$ cat src/rtl/riscv_pkg.sv
// Shared encodings for the RV32IM execute stage: ALU controls, branch and M-extension
// funct3 codes, and the multiply/divide FSM states.
package riscv_pkg;

  typedef enum logic [3:0] {
    ALU_ADD   = 4'd0,
    ALU_SUB   = 4'd1,
    ALU_AND   = 4'd2,
    ALU_OR    = 4'd3,
    ALU_XOR   = 4'd4,
    ALU_SLT   = 4'd5,
    ALU_SLTU  = 4'd6,
    ALU_SLL   = 4'd7,
    ALU_SRL   = 4'd8,
    ALU_SRA   = 4'd9,
    ALU_PASSB = 4'd10
  } alu_op_t;

  typedef enum logic [2:0] {
    BR_EQ  = 3'b000,
    BR_NE  = 3'b001,
    BR_LT  = 3'b100,
    BR_GE  = 3'b101,
    BR_LTU = 3'b110,
    BR_GEU = 3'b111
  } br_cond_t;

  typedef enum logic [2:0] {
    MD_MUL    = 3'b000,
    MD_MULH   = 3'b001,
    MD_MULHSU = 3'b010,
    MD_MULHU  = 3'b011,
    MD_DIV    = 3'b100,
    MD_DIVU   = 3'b101,
    MD_REM    = 3'b110,
    MD_REMU   = 3'b111
  } muldiv_op_t;

  typedef enum logic [1:0] {
    ST_IDLE = 2'd0,
    ST_MUL  = 2'd1,
    ST_DIV  = 2'd2,
    ST_DONE = 2'd3
  } md_state_t;

  localparam int unsigned FWD_RD     = 0;
  localparam int unsigned FWD_RESULT = 1;
  localparam int unsigned FWD_ALUM   = 2;

endpackage

$ cat src/rtl/alu.sv
// Combinational integer ALU for the RV32I register/immediate operations.
module alu
  import riscv_pkg::*;
#(
  parameter int unsigned DATA_WIDTH = 32
) (
  input  logic [DATA_WIDTH-1:0] a,
  input  logic [DATA_WIDTH-1:0] b,
  input  logic [3:0]            op,
  output logic [DATA_WIDTH-1:0] y
);

  localparam int unsigned SHW = $clog2(DATA_WIDTH);

  logic [SHW-1:0] shamt;
  assign shamt = b[SHW-1:0];

  always_comb begin
    y = '0;
    case (alu_op_t'(op))
      ALU_ADD:   y = a + b;
      ALU_SUB:   y = a - b;
      ALU_AND:   y = a & b;
      ALU_OR:    y = a | b;
      ALU_XOR:   y = a ^ b;
      ALU_SLT:   y = {{(DATA_WIDTH-1){1'b0}}, ($signed(a) < $signed(b))};
      ALU_SLTU:  y = {{(DATA_WIDTH-1){1'b0}}, (a < b)};
      ALU_SLL:   y = a << shamt;
      ALU_SRL:   y = a >> shamt;
      ALU_SRA:   y = $signed(a) >>> shamt;
      ALU_PASSB: y = b;
      default:   y = '0;
    endcase
  end

endmodule

$ cat src/rtl/muldiv_unit.sv
// Iterative M-extension unit: one-step multiply, restoring divide at one quotient bit
// per cycle, operands captured once at issue.
module muldiv_unit
  import riscv_pkg::*;
#(
  parameter int unsigned DATA_WIDTH = 32
) (
  input  logic                  clk,
  input  logic                  rst_n,
  input  logic                  flush,
  input  logic                  start,
  input  logic [2:0]            op,
  input  logic [DATA_WIDTH-1:0] src_a,
  input  logic [DATA_WIDTH-1:0] src_b,
  output logic                  done,
  output logic [DATA_WIDTH-1:0] result
);

  localparam int unsigned W  = DATA_WIDTH;
  localparam int unsigned CW = $clog2(DATA_WIDTH);

  md_state_t      state;
  muldiv_op_t     op_q;
  logic [W-1:0]   a_q, b_q, rem_q, quo_q;
  logic [CW-1:0]  cnt;

  logic           in_signed, div0, ovf;
  logic [W-1:0]   a_mag;
  assign in_signed = ~op[0];
  assign div0      = (src_b == '0);
  assign ovf       = in_signed && (src_a == {1'b1, {(W-1){1'b0}}}) && (src_b == '1);
  assign a_mag     = (in_signed && src_a[W-1]) ? -src_a : src_a;

  logic           a_sgn, b_sgn;
  logic [2*W-1:0] a_ext, b_ext, product;
  assign a_sgn   = (op_q == MD_MULH) || (op_q == MD_MULHSU);
  assign b_sgn   = (op_q == MD_MULH);
  assign a_ext   = {{W{a_sgn & a_q[W-1]}}, a_q};
  assign b_ext   = {{W{b_sgn & b_q[W-1]}}, b_q};
  assign product = a_ext * b_ext;

  // Divide step: shift the next dividend bit into the partial remainder and subtract
  logic           d_signed, ge, q_neg, r_neg;
  logic [W-1:0]   dvsr, rem_n, quo_n, q_fin, r_fin;
  logic [W:0]     shifted, trial;
  assign d_signed = ~op_q[0];
  assign dvsr     = (d_signed && b_q[W-1]) ? -b_q : b_q;
  assign shifted  = {rem_q, quo_q[W-1]};
  assign trial    = shifted - {1'b0, dvsr};
  assign ge       = ~trial[W];
  assign rem_n    = ge ? trial[W-1:0] : shifted[W-1:0];
  assign quo_n    = {quo_q[W-2:0], ge};
  assign q_neg    = d_signed && (a_q[W-1] ^ b_q[W-1]);
  assign r_neg    = d_signed && a_q[W-1];
  assign q_fin    = q_neg ? -quo_n : quo_n;
  assign r_fin    = r_neg ? -rem_n : rem_n;

  assign done = (state == ST_DONE);

  always_ff @(posedge clk or negedge rst_n) begin
    if (!rst_n) begin
      state  <= ST_IDLE;
      op_q   <= MD_MUL;
      a_q    <= '0;
      b_q    <= '0;
      rem_q  <= '0;
      quo_q  <= '0;
      cnt    <= '0;
      result <= '0;
    end else if (flush) begin
      state <= ST_IDLE;
      cnt   <= '0;
    end else begin
      case (state)
        ST_IDLE: begin
          if (start) begin
            a_q   <= src_a;
            b_q   <= src_b;
            op_q  <= muldiv_op_t'(op);
            rem_q <= '0;
            quo_q <= a_mag;
            cnt   <= CW'(W-1);
            if (!op[2]) begin
              state <= ST_MUL;
            end else if (div0) begin
              result <= op[1] ? src_a : '1;
              state  <= ST_DONE;
            end else if (ovf) begin
              result <= op[1] ? '0 : src_a;
              state  <= ST_DONE;
            end else begin
              state <= ST_DIV;
            end
          end
        end
        ST_MUL: begin
          result <= (op_q == MD_MUL) ? product[W-1:0] : product[2*W-1:W];
          state  <= ST_DONE;
        end
        ST_DIV: begin
          rem_q <= rem_n;
          quo_q <= quo_n;
          if (cnt == '0) begin
            result <= op_q[1] ? r_fin : q_fin;
            state  <= ST_DONE;
          end else begin
            cnt <= cnt - CW'(1);
          end
        end
        ST_DONE: state <= ST_IDLE;
        default: state <= ST_IDLE;
      endcase
    end
  end

endmodule

$ cat src/rtl/mux.sv
// Generic N-input select; any select value at or beyond N yields zero.
module mux #(
  parameter int unsigned WIDTH = 32,
  parameter int unsigned N     = 4,
  parameter int unsigned SW    = $clog2(N)
) (
  input  logic [N-1:0][WIDTH-1:0] data,
  input  logic [SW-1:0]           sel,
  output logic [WIDTH-1:0]        y
);

  always_comb begin
    y = '0;
    for (int unsigned i = 0; i < N; i++) begin
      if (sel == SW'(i)) y = data[i];
    end
  end

endmodule

$ cat src/rtl/execute_muldiv.sv
// Execute stage: forwarding muxes, ALU, branch resolution and the iterative
// multiply/divide unit that stalls the pipeline through BusyE.
module execute_muldiv
  import riscv_pkg::*;
#(
  parameter int unsigned DATA_WIDTH = 32,
  parameter int unsigned NUM_FWD    = 4,
  parameter int unsigned FW         = $clog2(NUM_FWD)
) (
  input  logic                  clk,
  input  logic                  rst_n,
  input  logic                  FlushE,
  input  logic                  JumpE,
  input  logic                  BranchE,
  input  logic [2:0]            BranchCondE,
  input  logic [3:0]            ALUControlE,
  input  logic                  AluSrcE,
  input  logic                  MulDivE,
  input  logic [2:0]            MulDivOpE,
  input  logic [DATA_WIDTH-1:0] RD1E,
  input  logic [DATA_WIDTH-1:0] RD2E,
  input  logic [DATA_WIDTH-1:0] PCE,
  input  logic [DATA_WIDTH-1:0] ExtImmE,
  input  logic [FW-1:0]         ForwardAE,
  input  logic [FW-1:0]         ForwardBE,
  input  logic [DATA_WIDTH-1:0] ResultW,
  input  logic [DATA_WIDTH-1:0] ALUResultM,
  output logic                  PCSrcE,
  output logic [DATA_WIDTH-1:0] PCTargetE,
  output logic [DATA_WIDTH-1:0] ALUResultE,
  output logic [DATA_WIDTH-1:0] WriteDataE,
  output logic                  BusyE
);

  logic [NUM_FWD-1:0][DATA_WIDTH-1:0] fwd_a, fwd_b;
  logic [DATA_WIDTH-1:0] src_a, src_b, alu_y, md_result;
  logic                  md_done, cond;

  always_comb begin
    fwd_a = '0;
    fwd_b = '0;
    fwd_a[FWD_RD]     = RD1E;
    fwd_b[FWD_RD]     = RD2E;
    fwd_a[FWD_RESULT] = ResultW;
    fwd_b[FWD_RESULT] = ResultW;
    fwd_a[FWD_ALUM]   = ALUResultM;
    fwd_b[FWD_ALUM]   = ALUResultM;
  end

  mux #(.WIDTH(DATA_WIDTH), .N(NUM_FWD), .SW(FW)) u_fwd_a (
    .data(fwd_a), .sel(ForwardAE), .y(src_a)
  );

  mux #(.WIDTH(DATA_WIDTH), .N(NUM_FWD), .SW(FW)) u_fwd_b (
    .data(fwd_b), .sel(ForwardBE), .y(WriteDataE)
  );

  assign src_b = AluSrcE ? ExtImmE : WriteDataE;

  alu #(.DATA_WIDTH(DATA_WIDTH)) u_alu (
    .a(src_a), .b(src_b), .op(ALUControlE), .y(alu_y)
  );

  always_comb begin
    cond = 1'b0;
    case (br_cond_t'(BranchCondE))
      BR_EQ:   cond = (src_a == src_b);
      BR_NE:   cond = (src_a != src_b);
      BR_LT:   cond = ($signed(src_a) < $signed(src_b));
      BR_GE:   cond = ($signed(src_a) >= $signed(src_b));
      BR_LTU:  cond = (src_a < src_b);
      BR_GEU:  cond = (src_a >= src_b);
      default: cond = 1'b0;
    endcase
  end

  assign PCSrcE    = ~FlushE & (JumpE | (BranchE & cond));
  assign PCTargetE = PCE + ExtImmE;

  muldiv_unit #(.DATA_WIDTH(DATA_WIDTH)) u_md (
    .clk    (clk),
    .rst_n  (rst_n),
    .flush  (FlushE),
    .start  (MulDivE),
    .op     (MulDivOpE),
    .src_a  (src_a),
    .src_b  (src_b),
    .done   (md_done),
    .result (md_result)
  );

  // Combinational so the hazard unit sees the stall in the issue cycle
  assign BusyE      = MulDivE & ~FlushE & ~md_done;
  assign ALUResultE = md_done ? md_result : alu_y;

endmodule

$ cat config.mk
export PLATFORM = sky130hd
export DESIGN_NAME = execute_muldiv
export DESIGN_NICKNAME = d
export VERILOG_FILES = /design/src/rtl/riscv_pkg.sv /design/src/rtl/alu.sv /design/src/rtl/muldiv_unit.sv /design/src/rtl/mux.sv /design/src/rtl/execute_muldiv.sv
export SDC_FILE = /design/constraint.sdc
export NUM_CORES = 2
export LEC_CHECK = 0
export BUFFER_PORTS_ARGS = -buffer_cell sky130_fd_sc_hd__buf_2
export CORE_MARGIN = 8
export CORE_UTILIZATION = 39
export DETAILED_ROUTE_END_ITERATION = 10
export GPL_TIMING_DRIVEN = 0
export PLACE_DENSITY = 0.56
export SYNTH_ARGS = -nofsm -noshare
export SYNTH_HDL_FRONTEND = slang
export SYNTH_SLANG_ARGS = --single-unit
$ cat constraint.sdc
create_clock -name clk -period 17.07 [get_ports clk]
set_clock_uncertainty 0.1 [all_clocks]
set_input_delay 0.8535 -clock clk [delete_from_list [all_inputs] [get_ports clk]]
set_output_delay 0.8535 -clock clk [all_outputs]
set_load 0.01 [all_outputs]
# Word level (Yosys, flattened, before mapping)
# Cells that the tools add are included.
classes:
  n_addsub: 9
  mul: 1
  magnitude_cmp: 4
  n_eq_ne: 37
  n_shift: 3
  mux: 42
  n_bitwise: 16
  n_reduce_logical: 23
ops:
  columns: ["cell", "n"]
  rows:
  - ["2-to-1 mux 32 bit", 26]
  - ["one-hot mux 32 bit (11 select lines)", 1]
  - ["negator 32 bit", 4]
  - ["one-hot mux 32 bit (2 select lines)", 2]
  - ["one-hot mux 32 bit (3 select lines)", 1]
  - ["adder 32 bit", 2]
  - ["equality test 32 bit, second input constant", 2]
  - ["greater-or-equal comparator 32 bit", 2]
  - ["less-than comparator 32 bit", 2]
  - ["multiplier 33 x 33 -> 64 bit", 1]
  - ["subtractor 33 x 32 -> 33 bit", 1]
  - ["AND 32 bit", 1]
  - ["equality test 32 bit", 1]
  - ["logical NOT 32 bit", 1]
  - ["inequality test 32 bit", 1]
  - ["OR 32 bit", 1]
  - ["<< shifter 32 x 5 -> 32 bit", 1]
  - ["right shift 32 x 5 -> 32 bit", 1]
  - [">>> shifter 32 x 5 -> 32 bit", 1]
  - ["subtractor 32 bit", 1]
  - ["XOR 32 bit", 1]
  - ["equality test 4 x 3 -> 1 bit, second input constant", 4]
  - ["2-to-1 mux 5 bit", 3]
  - ["equality test 2 bit, second input constant", 6]
  - ["other kinds (33)", 68]
word_totals:
  register_bits: 170

# Logic depth before layout (Yosys ltp)
logic_depth:
  ltp_word: 14
  mapped_depth: 36
  ltp_nobuf: 32

# Cells and area by module
# From an unflattened synthesis, not the netlist that was laid out.
hier_totals:
  cells_unflattened: 7690
  hier_area_um2: 65277.6
modules_own_cells:
  columns: ["module", "n_inst", "cells_per_inst", "area_per_inst_um2", "seq_area_each_um2"]
  rows:
  - ["muldiv_unit", 1, 5967, 51495.6, 4254.1]
  - ["alu", 1, 1238, 8934.8, 0.0]
  - ["execute_muldiv", 1, 407, 3218.1, 0.0]
  - ["mux", 2, 39, 814.5, 0.0]

# Worst setup path before layout
# No wires, ideal clock.
synth_path:
  path_kind: "register to register"
  startpoint: "register u_md.op_q[0]"
  endpoint: "register u_md.result[28]"
  arrival_ns: 8.616
  path_slack_ns: 8.273
  stages_incl_launch_ff: 33
  path_buffers: 3
  synth_period_minus_slack_ns: 8.797
  cell_sequence: "dfrtp_1 clkbuf_1 xnor2_1 nor3b_1 clkbuf_1 nand2_1 fa_1 fa_1 inv_1 fa_1 inv_1 fa_1 inv_1 fa_1 fa_1 fa_1 inv_1 fa_1 inv_1 ha_1 clkbuf_1 a21o_1 a21oi_1 nor2_1 or4_1 a41o_1 a41o_1 a311oi_1 o21ai_0 a21oi_1 mux2i_1 nand2_1 a31oi_1"
synth_via:
  elab_chain_len: 10
synth_rtl:
  columns: ["item", "line", "rtl"]
  rows:
  - ["start, declared", "muldiv_unit.sv:23", "muldiv_op_t op_q;"]
  - ["start signal, assigned", "muldiv_unit.sv:79", "op_q <= muldiv_op_t'(op);"]
  - ["NOT 1 bit", "muldiv_unit.sv:46", "assign d_signed = ~op_q[0];"]
  - ["logical AND 1 bit", "muldiv_unit.sv:47", "assign dvsr = (d_signed && b_q[W-1]) ? -b_q : b_q;"]
  - ["2-to-1 mux 32 bit", "muldiv_unit.sv:47", null]
  - ["subtractor 33 x 32 -> 33 bit", "muldiv_unit.sv:49", "assign trial = shifted - {1'b0, dvsr};"]
  - ["2-to-1 mux 32 bit / NOT 1 bit (equally long branches)", "muldiv_unit.sv:51, muldiv_unit.sv:50", null]
  - ["negator 32 bit, on equally long branches", "muldiv_unit.sv:56, muldiv_unit.sv:55", null]
  - ["2-to-1 mux 32 bit, on equally long branches", "muldiv_unit.sv:56, muldiv_unit.sv:55", null]
  - ["2-to-1 mux 32 bit", "muldiv_unit.sv:104", "result <= op_q[1] ? r_fin : q_fin;"]
  - ["2-to-1 mux 32 bit", "muldiv_unit.sv:103", "if (cnt == '0) begin"]
  - ["one-hot mux 32 bit (3 select lines) *", "muldiv_unit.sv:74", "case (state)"]
  - ["end signal, assigned", "muldiv_unit.sv:86", "result <= op[1] ? src_a : '1;"]
  - ["end signal, assigned", "muldiv_unit.sv:89", "result <= op[1] ? '0 : src_a;"]
  - ["end signal, assigned", "muldiv_unit.sv:104", null]
  - ["end, declared", "muldiv_unit.sv:16", "output logic [DATA_WIDTH-1:0] result"]
# Mark *: on every way between the ends. The rest lies on a longest branch, timed or not. The select of a mux whose other input is x is not followed.
# A chain may end at the register's enable or synchronous reset.

# Final worst setup path
layout_path:
  startpoint: "register u_md.b_q[13]"
  endpoint: "register u_md.result[27]"
layout_via:
  elab_chain_len: 9
layout_rtl:
  columns: ["item", "line", "rtl"]
  rows:
  - ["start, declared", "muldiv_unit.sv:24", "logic [W-1:0] a_q, b_q, rem_q, quo_q;"]
  - ["start signal, assigned", "muldiv_unit.sv:78", "b_q <= src_b;"]
  - ["negator 32 bit", "muldiv_unit.sv:47", null]
  - ["2-to-1 mux 32 bit", "muldiv_unit.sv:47", null]
  - ["subtractor 33 x 32 -> 33 bit", "muldiv_unit.sv:49", null]
  - ["2-to-1 mux 32 bit / NOT 1 bit (equally long branches)", "muldiv_unit.sv:51, muldiv_unit.sv:50", null]
  - ["negator 32 bit, on equally long branches", "muldiv_unit.sv:56, muldiv_unit.sv:55", null]
  - ["2-to-1 mux 32 bit, on equally long branches", "muldiv_unit.sv:56, muldiv_unit.sv:55", null]
  - ["2-to-1 mux 32 bit", "muldiv_unit.sv:104", null]
  - ["2-to-1 mux 32 bit", "muldiv_unit.sv:103", null]
  - ["one-hot mux 32 bit (3 select lines) *", "muldiv_unit.sv:74", null]
# Marked as above.

==> impl_metrics.csv <==
group,metric,value,unit
status,violations,"max-capacitance violations, max-slew violations",
synth,synth_top_cell_by_area,"fa_1",
drt,routed_wl,329000,um
floorplan,die_w,417,um
placement,pre_cts_ws,5.48,ns
synth,yosysSeqAreaShare,6.77,%
hold_path,hold_path_class,"in -> async",
drt,drc_errors,0,
floorplan,dieArea,174000,sq um
sta,relSlewSlack,-8.87,%
floorplan,num_rows,147,
sta,fmax,0.0825,GHz
synth,synthMuxAreaShare,3.26,%
critical_path,cp_common_cell,"fa_1",
critical_path,worstPathArrival,12.40,ns
clock_network,post_cts_buffers,0,
sta,tns,0,ns
cells_and_area,nFillCells,16700,
sta,drv_slew,74,
grt,grt_pass1_wl,462000,um
clock_network,clk_latency,0.50,ns
floorplan,ioPinCount,311,
clock_network,cts_made_buffers,17,
synth,yosysTopAreaCellShare,36.0,%
clock_network,htree_num_levels,4,
synth,synthTopCellsByCount,"1315 x inv_1, 1166 x nand2_1, 1129 x fa_1",
drt,drt_iter0_markers,6294,
sta,fin_crit,12.11,ns
critical_path,cp-end-kind,"flop",
clock_network,tritoncts,"built",
grt,gr-total-overflow,0,
synth,syn_area,62800,sq um
sta,rsz0062_at_grt,"false",
synth,ys_types,91,
sta,hold_violations,0,
drt,num_vias,60000,
synth,synthAdderAreaFrac,44.1,%
clock_network,path_clk_slew,0.09,ns
clock_network,postCtsHoldBufs,0,
grt,grt_max_degree,108,
floorplan,start_util,39.2,%
cells_and_area,layout-drive-gt1-share,5.90,%
synth,async_flop_share,100,%
synth,ys_warn_count,0,
status,status,"complete, but fails checks",
critical_path,worstSetupStartpointType,"flop",
placement,gp_congestion,1.10,
synth,synth_compound_area_share,14.8,%
clock_network,postCtsResizedCells,0,
synth,synth_area_per_cell,8.15,sq um
critical_path,cp.required,17.36,ns
sta,fin_crit_sh,71.0,%
cells_and_area,finalNetCount,9762,
synth,syn-num-nets,9434,
drt,detail_route.wl_per_cell,32.1,um
critical_path,path_class,"reg -> reg",
synth,synth.most_common_cell,"inv_1",
critical_path,path_max_fanout,10,
clock_network,cts_root_buf,"clkbuf_16",
drt,antenna_left,0,
cells_and_area,area_delta_synth_final,8.02,%
synth,synthTopCellsByArea,"fa_1 36%, inv_1 7.9%, ha_1 7.6%",
sta,worst_pin_slew,1.59,ns
drt,routed_via_density,5.87,
clock_network,clkSinkCount,170,
synth,synth_top_family_by_area,"adder cells",
grt,first_global_vias,61500,
synth,synth_seq_cells,170,
sta,setup_viol,0,
synth,synth_edf_count,0,
grt,antenna_found_initial,31,
placement,port_buffers,304,
sta,fin_ws,4.96,ns
placement,dp_hpwl,276000,um
clock_network,cts_buffer_depth,2,
drt,drt_pass1_iterations,6,
critical_path,critPathMaxStageDelay,1.11,ns
floorplan,die_h,417,um
run,max_cap_viol_count,9,
critical_path,critical-path-slowest-cell,"clkbuf_1",
synth,synth_xor_area_share,3.72,%
grt,track_usage,37.0,%
synth,synth_flop_cell,"dfrtp_1",
synth,synth_simple_gate_area_share,16.4,%
floorplan,coreArea,160000,sq um
synth,syn_inst,7709,
## placed cells by master (no fill, tap or decap), types with 22 or more instances in the layout
master     instances
a211oi_1          45
a22oi_1           56
nand2b_1          47
nand4_1           33
maj3_1            31
dfrtp_1          170
a21oi_1          368
fa_1            1128
o21a_1            43
or2_2             30
nor3_1            93
inv_1           1315
buf_2            321
a21o_1            92
buf_1             66
a31oi_1           46
and3_1            30
xnor2_1          198
ha_1             383
a221oi_1          37
or3_1             26
nand2_1         1166
nor2b_1           31
o2bb2ai_1         22
o211ai_1          46
clkbuf_1         394
o21ai_0          389
nor4_1            25
mux2i_1          178
o21bai_1          39
o31ai_1           26
o22ai_1           32
and2_1           324
o221ai_1          40
nor2_1           351
xor2_1            69
nand3_1           51
diode_2           26
## critical path: cells and delay by family, from the launching register on
kind            cells  cell delay (ns)
buf+inv             5             2.17
compound gates      9             3.11
fa+ha+maj           9             4.34
simple gates        4             1.31
flops               1             0.33
xor+xnor            1             0.59
## cells by family (layout without fill, tap and decap cells)
group,count (synthesis),in the layout
other,0,26
AOI/OAI and AO/OA,1448,1448
buffers and inverters,1817,2158
DFF,170,170
and+or+nand+nor,2262,2262
xor gates and xnor gates,267,267
adders and majority gates,1543,1543
muxes,202,202
## final cells by class
cell class	instances	area, sq um	area share [%]
well taps	2160	2700	3.98
clock buffers	17	425	0.627
repair buffers	309	1600	2.35
inverters	1324	4970	7.33
flip-flops and latches	170	4250	6.27
clock inverters	15	204	0.301
multi-input cells	5722	51700	76.2
diodes	26	65.1	0.0959
plain buffers	493	1920	2.84
## worst paths after layout
kind,to,slack (ns),depth (start not counted),from
hold reg to reg,u_md.quo_q[0],0.44,2,u_md.quo_q[0]
max in group asynchronous,u_md.rem_q[29],15.57,2,rst_n
min in group clk,u_md.quo_q[0],0.44,2,u_md.quo_q[0]
setup reg to reg,u_md.result[27],4.96,28,u_md.b_q[13]
setup / recovery,u_md.result[27],4.96,28,u_md.b_q[13]
hold / removal,u_md.cnt[0],0.17,1,rst_n
## per-stage QoR
step / area, sq um / utilization (%) / hold slack, ns / std cells
floorplan: 62800 / - / 0.368 / 7709
global placement: 67000 / 41.8 / 0.409 / 10200
detailed placement: 67100 / 41.9 / 0.423 / 10200
CTS: 67800 / 42.3 / 0.203 / 10200
global route: 67800 / 42.3 / 0.221 / 10200
finish: 67800 / 42.3 / 0.172 / 10200
## layer usage
layer | GRT usage, % | part of all wire (%) | vias to the layer above
met5 | 0 | 0.017 | -
met3 | 7.61 | 8.7 | 1004
li1 | - | - | 25300
met4 | 27.2 | 9.4 | 8
met2 | 58.7 | 45 | 3453
met1 | 44.4 | 37 | 30300
## sequential cells by signal, summed over array words and instances (netlist names)
| name | flops |
|---|---|
| u_md.a_q | 32 |
| u_md.b_q | 32 |
| u_md.cnt | 5 |
| u_md.op_q | 3 |
| u_md.quo_q | 32 |
| u_md.rem_q | 32 |
| u_md.result | 32 |
| u_md.state | 2 |
Power is left out: the tool's default activity adds up to more than one toggle a clock period on the data nets, which glitch-free logic cannot reach.
